[config.mk]
export PLATFORM = sky130hd
export DESIGN_NAME = seg7_scan_mux
export DESIGN_NICKNAME = d
export VERILOG_FILES = /design/src/rtl/seg7_scan_mux.sv
export SDC_FILE = /design/constraint.sdc
export NUM_CORES = 1
export LEC_CHECK = 0
export ABC_CLOCK_PERIOD_IN_PS = 2500
export BUFFER_PORTS_ARGS = -buffer_cell sky130_fd_sc_hd__buf_4
export CAP_MARGIN = 20
export CORE_MARGIN = 2
export CORE_UTILIZATION = 50
export DETAILED_ROUTE_END_ITERATION = 8
export GPL_ROUTABILITY_DRIVEN = 0
export GPL_TIMING_DRIVEN = 1
export MAX_ROUTING_LAYER = met4
export PLACE_DENSITY = 0.74
export SYNTH_ARGS = -nofsm -noshare
export SYNTH_HDL_FRONTEND = slang
export SYNTH_SLANG_ARGS = --single-unit
[constraint.sdc]
create_clock -name clk -period 2.5 [get_ports clk]
set_clock_uncertainty 0.1 [all_clocks]
set_input_delay 0.25 -clock clk [delete_from_list [all_inputs] [get_ports clk]]
set_output_delay 0.25 -clock clk [all_outputs]
set_load 0.1 [all_outputs]
[src/rtl/seg7_scan_mux.sv]
// seg7_scan_mux
//   Time-multiplexed driver for an N-digit common-anode seven-segment display.
//   A prescaler advances the digit index every SCAN_DIV clocks, scanning from
//   the leftmost digit (NUM_DIGITS-1) down to digit 0. On each advance the
//   segment and anode lines are registered from the newly selected digit
//   and the live inputs. Supports an extended glyph set, per-digit enable,
//   blinking, and leading-zero blanking. It also emits a frame strobe.
//
// Ports
//   clk         system clock, rising edge
//   rst_n       asynchronous active-low reset
//   codes       5-bit symbol per digit, digit i at [5i+4:5i], digit 0 rightmost
//   dp          per-digit decimal point, 1 = lit
//   digit_en    per-digit enable, 0 = always blank
//   blink_mask  per-digit blink enable, 1 = blank during blink off-phase
//   lzb         leading-zero blanking enable
//   seg         active-low {dp,g,f,e,d,c,b,a}
//   an          active-low anode select, at most one low
//   frame_done  one-cycle pulse after the edge that loads digit 0
module seg7_scan_mux #(
  parameter int NUM_DIGITS = 4,
  parameter int SCAN_DIV   = 16,
  parameter int BLINK_DIV  = 64
) (
  input  logic                    clk,
  input  logic                    rst_n,
  input  logic [5*NUM_DIGITS-1:0] codes,
  input  logic [NUM_DIGITS-1:0]   dp,
  input  logic [NUM_DIGITS-1:0]   digit_en,
  input  logic [NUM_DIGITS-1:0]   blink_mask,
  input  logic                    lzb,
  output logic [7:0]              seg,
  output logic [NUM_DIGITS-1:0]   an,
  output logic                    frame_done
);

  localparam int IW = (NUM_DIGITS > 1) ? $clog2(NUM_DIGITS) : 1;
  localparam int PW = (SCAN_DIV > 1) ? $clog2(SCAN_DIV) : 1;
  localparam int FW = (BLINK_DIV > 1) ? $clog2(BLINK_DIV) : 1;

  localparam logic [IW-1:0] IDX_LAST  = IW'(NUM_DIGITS - 1);
  localparam logic [PW-1:0] PCNT_LAST = PW'(SCAN_DIV - 1);
  localparam logic [FW-1:0] FCNT_LAST = FW'(BLINK_DIV - 1);

  // Full 8-bit active-low pattern with the decimal point off.
  function automatic logic [7:0] glyph(input logic [4:0] code);
    logic [7:0] pat;
    case (code)
      5'd0:    pat = 8'hC0;
      5'd1:    pat = 8'hF9;
      5'd2:    pat = 8'hA4;
      5'd3:    pat = 8'hB0;
      5'd4:    pat = 8'h99;
      5'd5:    pat = 8'h92;
      5'd6:    pat = 8'h82;
      5'd7:    pat = 8'hF8;
      5'd8:    pat = 8'h80;
      5'd9:    pat = 8'h90;
      5'd10:   pat = 8'h88;  // A
      5'd11:   pat = 8'h83;  // b
      5'd12:   pat = 8'hC6;  // C
      5'd13:   pat = 8'hA1;  // d
      5'd14:   pat = 8'h86;  // E
      5'd15:   pat = 8'h8E;  // F
      5'd16:   pat = 8'hC7;  // L
      5'd17:   pat = 8'h8C;  // P
      5'd18:   pat = 8'h91;  // Y
      5'd19:   pat = 8'hBF;  // -
      5'd20:   pat = 8'h89;  // H
      5'd21:   pat = 8'hC1;  // U
      default: pat = 8'hFF;
    endcase
    return pat;
  endfunction

  logic [PW-1:0]         pcnt;
  logic [PW-1:0]         pcnt_nxt;
  logic [IW-1:0]         idx;
  logic [IW-1:0]         idx_nxt;
  logic [FW-1:0]         fcnt;
  logic                  blink_phase;
  logic                  tick;
  logic [NUM_DIGITS-1:0] blank;
  logic [7:0]            seg_sel;
  logic [NUM_DIGITS-1:0] an_sel;

  always_comb begin : scan_next
    tick     = (pcnt == PCNT_LAST);
    pcnt_nxt = tick ? '0 : pcnt + 1'b1;
    idx_nxt  = idx;
    if (tick) begin
      idx_nxt = (idx == '0) ? IDX_LAST : idx - 1'b1;
    end
  end

  // Walk from the leftmost digit down so all_zero means "this digit and
  // everything to its left is code 0". Digit 0 is exempt from lzb so an
  // all-zero value still shows a single 0.
  always_comb begin : blanking
    logic all_zero;
    all_zero = 1'b1;
    blank    = '0;
    for (int i = NUM_DIGITS - 1; i >= 0; i--) begin
      all_zero = all_zero & (codes[5*i +: 5] == 5'd0);
      blank[i] = ~digit_en[i]
               | (blink_phase & blink_mask[i])
               | (lzb & (i > 0) & all_zero);
    end
  end

  // Selection by compare loop rather than array index keeps non-power-of-2
  // digit counts free of out-of-range indexing.
  always_comb begin : select
    seg_sel = 8'hFF;
    an_sel  = '1;
    for (int i = 0; i < NUM_DIGITS; i++) begin
      if ((idx_nxt == IW'(i)) && !blank[i]) begin
        seg_sel   = glyph(codes[5*i +: 5]) & ~{dp[i], 7'b0};
        an_sel[i] = 1'b0;
      end
    end
  end

  always_ff @(posedge clk or negedge rst_n) begin
    if (!rst_n) begin
      pcnt        <= '0;
      idx         <= '0;
      fcnt        <= '0;
      blink_phase <= 1'b0;
      seg         <= 8'hFF;
      an          <= '1;
      frame_done  <= 1'b0;
    end else begin
      pcnt       <= pcnt_nxt;
      frame_done <= tick && (idx_nxt == '0);
      if (tick) begin
        idx <= idx_nxt;
        seg <= seg_sel;
        an  <= an_sel;
      end
      if (frame_done) begin
        if (fcnt == FCNT_LAST) begin
          fcnt        <= '0;
          blink_phase <= ~blink_phase;
        end else begin
          fcnt <= fcnt + 1'b1;
        end
      end
    end
  end

endmodule

== Word-level counts from Yosys, hierarchy flattened ==
Memory sizes are Yosys's and may differ from the RTL's.
Index checks and enable logic that the tools add are counted.
Cells by class
  bitwise operators: 29
  add/subtract/negate cells: 3
  $lt $le $gt $ge: 0
  equality and inequality tests: 5
  muxes and demuxes: 16
  reduce and logical (&&, ||, !) cells: 15
  multipliers: 0
  divide/modulo/power cells: 0
  shift operators: 0
Operators by type and width (number)
  $mux 8: 8
  $and 8x8->8: 4
  $not 8->8: 4
  $logic_not 5->1: 3
  $and 1x1->1: 9
  $or 1x1->1: 7
  $add 6x1->6 const B: 1
  $eq 6x6->1 const B: 1
  $mux 6: 1
  $logic_and 1x1->1: 5
  $not 1->1: 5
  $add 4x1->4 const B: 1
  $eq 2x2->1 const B: 2
  $eq 4x4->1 const B: 1
  $logic_not 1->1: 4
  $logic_not 2->1: 2
  $mux 1: 4
  $mux 2: 2
  $mux 4: 1
  $eq 2x1->1 const B: 1
  $reduce_and 2->1: 1
  $sub 2x1->2 const B: 1
Storage, ports and cells
  logic and storage cells: 79
  flip-flop bits (word level): 26
  memories: 4
  output and inout port bits: 13
  memory bits (writable): 0
  input port bits: 35
  bits in read-only memories: 896
  latch bits: 0
Memories
  (no name shown): depth 32, width 7, rd ports 1, clocked after memory_dff 0, wr ports 0, RTL line 48  | case (code)
  (no name shown): depth 32, width 7, rd ports 1, clocked after memory_dff 0, wr ports 0, RTL line 48
  (no name shown): depth 32, width 7, rd ports 1, clocked after memory_dff 0, wr ports 0, RTL line 48
  (no name shown): depth 32, width 7, rd ports 1, clocked after memory_dff 0, wr ports 0, RTL line 48

== Logic depth before layout (Yosys ltp) ==
  depth in word-level cells: 12
  gate-level depth with buffers: 9
  depth with buffers taken out: 8

== Worst setup path after synthesis ==
Ideal clock, no wire load.
  kind: reg2reg
  from: register idx[0]
  to: register seg[0]
  cell stages (with the launch flop): 9
  clock period less this slack: 2.058 ns
  setup slack: 0.442 ns
  setup time: 0.075 ns
  path buffers: 0
  required time: 2.325 ns
  arrival: 1.883 ns
  path through: dfrtp_1 > inv_1 > ha_1 > or3b_1 > mux2i_1 > nand3_1 > nor4_2 > a211oi_1 > o22ai_2
On the way
  longest elaborated chain between the ends: 9
  elaborated cells between the ends (all ways): 16
RTL lines
  start, declared: RTL line 78  | logic [IW-1:0] idx;
  start signal, assigned: RTL line 137  | idx <= idx_nxt;
  $sub 2x1->2 / $logic_not 2->1 (equally long branches): RTL line 92  | idx_nxt = (idx == '0) ? IDX_LAST : idx - 1'b1;
  $mux 2: RTL line 92
  $mux 2 (*): RTL line 91  | if (tick) begin
  $logic_not 2->1: RTL line 117  | if ((idx_nxt == IW'(i)) && !blank[i]) begin
  $logic_and 1x1->1: RTL line 117
  $mux 8 (3 in series): RTL line 117
  $mux 8 (*): RTL line 117
  end signal, assigned: RTL line 138  | seg <= seg_sel;
  end, declared: RTL line 32  | output logic [7:0] seg,
Every way passes the cells marked *; elsewhere a longest branch is shown, timed or not.
A chain may end at the register's enable or synchronous reset.

== Worst setup path in the final report ==
  from: register idx[0]
  to: register seg[1]
Same word-level chain as after synthesis.

==> run metrics <==
setup TNS 0 ps; Yosys warning count 0; Routed WL roughly 7300 um; multiplexer share of the synthesized area 0.0449; total power about 1200 uW; top_reg_cell synth dfrtp_1; full die area 6420 um2; endpoints failing setup 0; Pre-Repair DR Iteration Count 4; Vias/cell between 6 and 7; VDD IR-drop max a little over 0.2 mV; CTS Root Buffer Type clkbuf_8; post-synthesis sequential area ratio 0.230; synth top area cells dfrtp_1 12%, ha_1 11%, dfstp_2 11%; Post-synth EDFFs 0; Leakage about 0.0014 uW; Comb power frac 0.336; clk buf depth 2; Reg2Reg Depth 8; CTS tree built; Synth Area in XOR/XNOR 0.0272; post-synthesis simple-gate area fraction 0.207; Worst setup SP type flip-flop; HP Start dp[3]; Avg Cell Area, Syn around 8 um2; Initial Util 0.523; initial antenna violation count 0; number of port buffers 47; cell area after synthesis 2900 um2; Core Box Area 5540 um2; GRT Residual Overflow 0; Pint around 800 uW; CTS sink count 26; Post-Syn Instances approximately 370; first-pass GRT wire length ~12000 um; htree depth 1; final instance area around 3300 um2; area grow syn2layout 14.5%; CP top delay family simple AND/OR/NAND/NOR gates; Slew @ Worst Pin 491 ps; crit path max fanout 6; total track usage 0.237; Period minus WS final roughly 2400 ps; Post-CTS Setup Inserts 0; total CTS buffers 3; CP cell instances inv_1 -> ha_1 -> or3b_1 -> mux2i_1 -> and3_2 -> o211ai_1 -> a21oi_1 -> a211o_1; height of the die between 80 and 90 um; hold endpoint seg[7]; Reg-to-Reg Start idx[0]; Hold Path Class primary input to flip-flop; placed cell areas roughly 3200 um2; vias in the first global route 2528; RSZ-0062 raised after global routing no; CP Capture Type flip-flop; combinational family with the most area after synthesis compound AO/OA/AOI/OAI gates; compound-cell area share of the yosys netlist 0.303; Ports 48; pwr/cell area 362 nW/um2; fraction of registers with async set/reset 1.00; status completed; Hold Vio Cnt, Final 0; post-synth top area cell dfrtp_1; Worst EP required 2620 ps; Post-Syn Nets between 400 and 500; initial DRC count 244; WL per Instance 15.7 um; via count 2800; Clock Latency Late Sink 270 ps; Clock transition at path regs ~90 ps; Post-route DRC 0; Seq pwr share 0.371; Max-slew headroom 0.668; largest net degree at the start of global routing 27; Psw 404 uW; # Max-Cap Violations 0; post-synth top area share 0.121; Achievable Freq roughly 0.42 GHz; slowest CP cell dfrtp_1; Synth Register Bits 26; placed cell count approximately 460; Switching Share 0.336; Slew Viols, Final 0; hpwl dp 5430 um; final net count ~460; synth unique cells 61; fin crit share 0.944; CP Buf/Inv Count 1; Detail Route Antenna Nets 0; Core Rows 27; hold-critical path depth 3; RR Endpoint seg[1]; critical path class flip-flop to flip-flop; fillcell total roughly 520; register-to-register path setup slack between 100 and 150 ps; die width 80.1 um; diode count 0; Post-Synth Adder-Cell Area 0.112; crit-path max cell delay ~420 ps; clock network fraction of total power 0.294; fin cells approximately 470; worst endpoint data arrival time approximately 2500 ps; layout cell share with drive strength beyond 1 0.218
==> how the worst max path moves through the flow <==
stage | start | end | slack (ps) | depth (start not counted)
2_1_floorplan | idx[0] | seg[0] | 440 | 8
5_1_grt | idx[0] | seg[0] | 30 | 8
3_3_place_gp | idx[0] | seg[3] | 170 | 7
4_1_cts | idx[0] | seg[3] | 30 | 7
3_5_place_dp | idx[0] | seg[3] | 160 | 7
6_report | idx[0] | seg[1] | 140 | 8
==> final cells by class <==
type / count / area, um2 / area share
clock buffers: 3 / 41.3 / 0.0124
repair buffers: 50 / 378 / 0.114
well taps: 72 / 90.1 / 0.0271
inverters: 23 / 86.3 / 0.0260
flip-flops and latches: 26 / 666 / 0.201
clock inverters: 1 / 30.0 / 0.00905
multi-input cells: 291 / 2030 / 0.611
==> synth_stat cells, types with 2 or more instances <==
cell type / count
o22ai_1: 4
nor2b_1: 13
o22a_1: 2
and3_4: 2
dfrtp_1: 14
a221oi_1: 5
and3_1: 2
nor2_1: 30
o2111ai_1: 3
inv_1: 23
nor4b_1: 3
nand2_1: 30
clkbuf_1: 13
a41oi_1: 2
nand3_1: 7
nand2b_1: 9
dfstp_2: 12
mux2_2: 3
buf_6: 4
o32ai_1: 2
nand4_1: 4
a21oi_1: 26
a31oi_1: 12
a21o_1: 2
a211oi_1: 11
o21ai_0: 29
buf_2: 8
ha_1: 26
mux4_2: 2
a221oi_2: 2
nor3_1: 6
o31ai_1: 4
a22oi_1: 2
o211ai_1: 5
xor2_1: 5
xnor2_1: 4
mux2i_1: 4
a21boi_0: 2
o21ai_1: 6
==> state kept, by name (all words and copies together) (netlist names) <==
name,count
seg,8
frame_done,1
blink_phase,1
an,4
fcnt,6
pcnt,4
idx,2
==> power by group through the flow <==
| stage | Sequential, uW | Combinational (uW) | Clock (uW) |
|---|---|---|---|
| global route | 446 | 441 | 376 |
| CTS | 445 | 400 | 359 |
| finish | 445 | 403 | 353 |
| floorplan | 527 | 208 | 0 |
| global placement | 452 | 395 | 0 |
| detailed placement | 453 | 397 | 0 |
==> per-layer routing <==
layer  global-route usage  wire, um  up-vias
li1                     -         -     1399
met1                0.318      3330     1313
met2                0.386      3550       86
met3               0.0270       393        2
met4               0.0492        21        0
met5                    -         0        -
==> tightest hold or removal path, cell delays in order <==
cell and delay (ps):
buf_4 110, nor2_1 100, a221o_1 140
==> through the flow <==
| step | worst slack (ps) | hold slack (ps) | utilization |
|---|---|---|---|
| after floorplan | 442 | -146 | - |
| after global placement | 171 | 76.7 | 0.582 |
| after detailed placement | 156 | 82.3 | 0.582 |
| after CTS | 25.0 | 252 | 0.596 |
| after global routing | 31.1 | 270 | 0.599 |
| final | 139 | 259 | 0.599 |
==> timing repair <==
action | 4_1_cts | 5_1_grt
endpoints found under the hold margin | 14 | 0
endpoints found under the setup margin | 0 | 3
hold buffers | 1 | 0
gates resized for setup | 0 | 3
==> logic make-up after synthesis <==
kind of cell | Yosys count
AO/OA/AOI/OAI | 132
AND/OR/NAND/NOR | 114
buffers and inverters | 48
adder cells (fa/ha/maj) | 26
flip-flops | 26
multiplexers | 10
XOR/XNOR | 9
==> placed cells by master (no fill, tap or decap), types with 6 or more instances in the layout <==
| cell | synthesis | final |
|---|---|---|
| o21ai_0 | 29 | 29 |
| ha_1 | 26 | 26 |
| nor3_1 | 6 | 6 |
| buf_4 | 0 | 49 |
| nand2b_1 | 9 | 9 |
| o21ai_1 | 6 | 6 |
| a211oi_1 | 11 | 11 |
| a21oi_1 | 26 | 26 |
| nand3_1 | 7 | 6 |
| nand2_1 | 30 | 30 |
| dfrtp_1 | 14 | 14 |
| inv_1 | 23 | 23 |
| nor2b_1 | 13 | 13 |
| a31oi_1 | 12 | 12 |
| nor2_1 | 30 | 30 |
| dfstp_2 | 12 | 12 |
No activity file was read; power rests on OpenSTA's default activity.
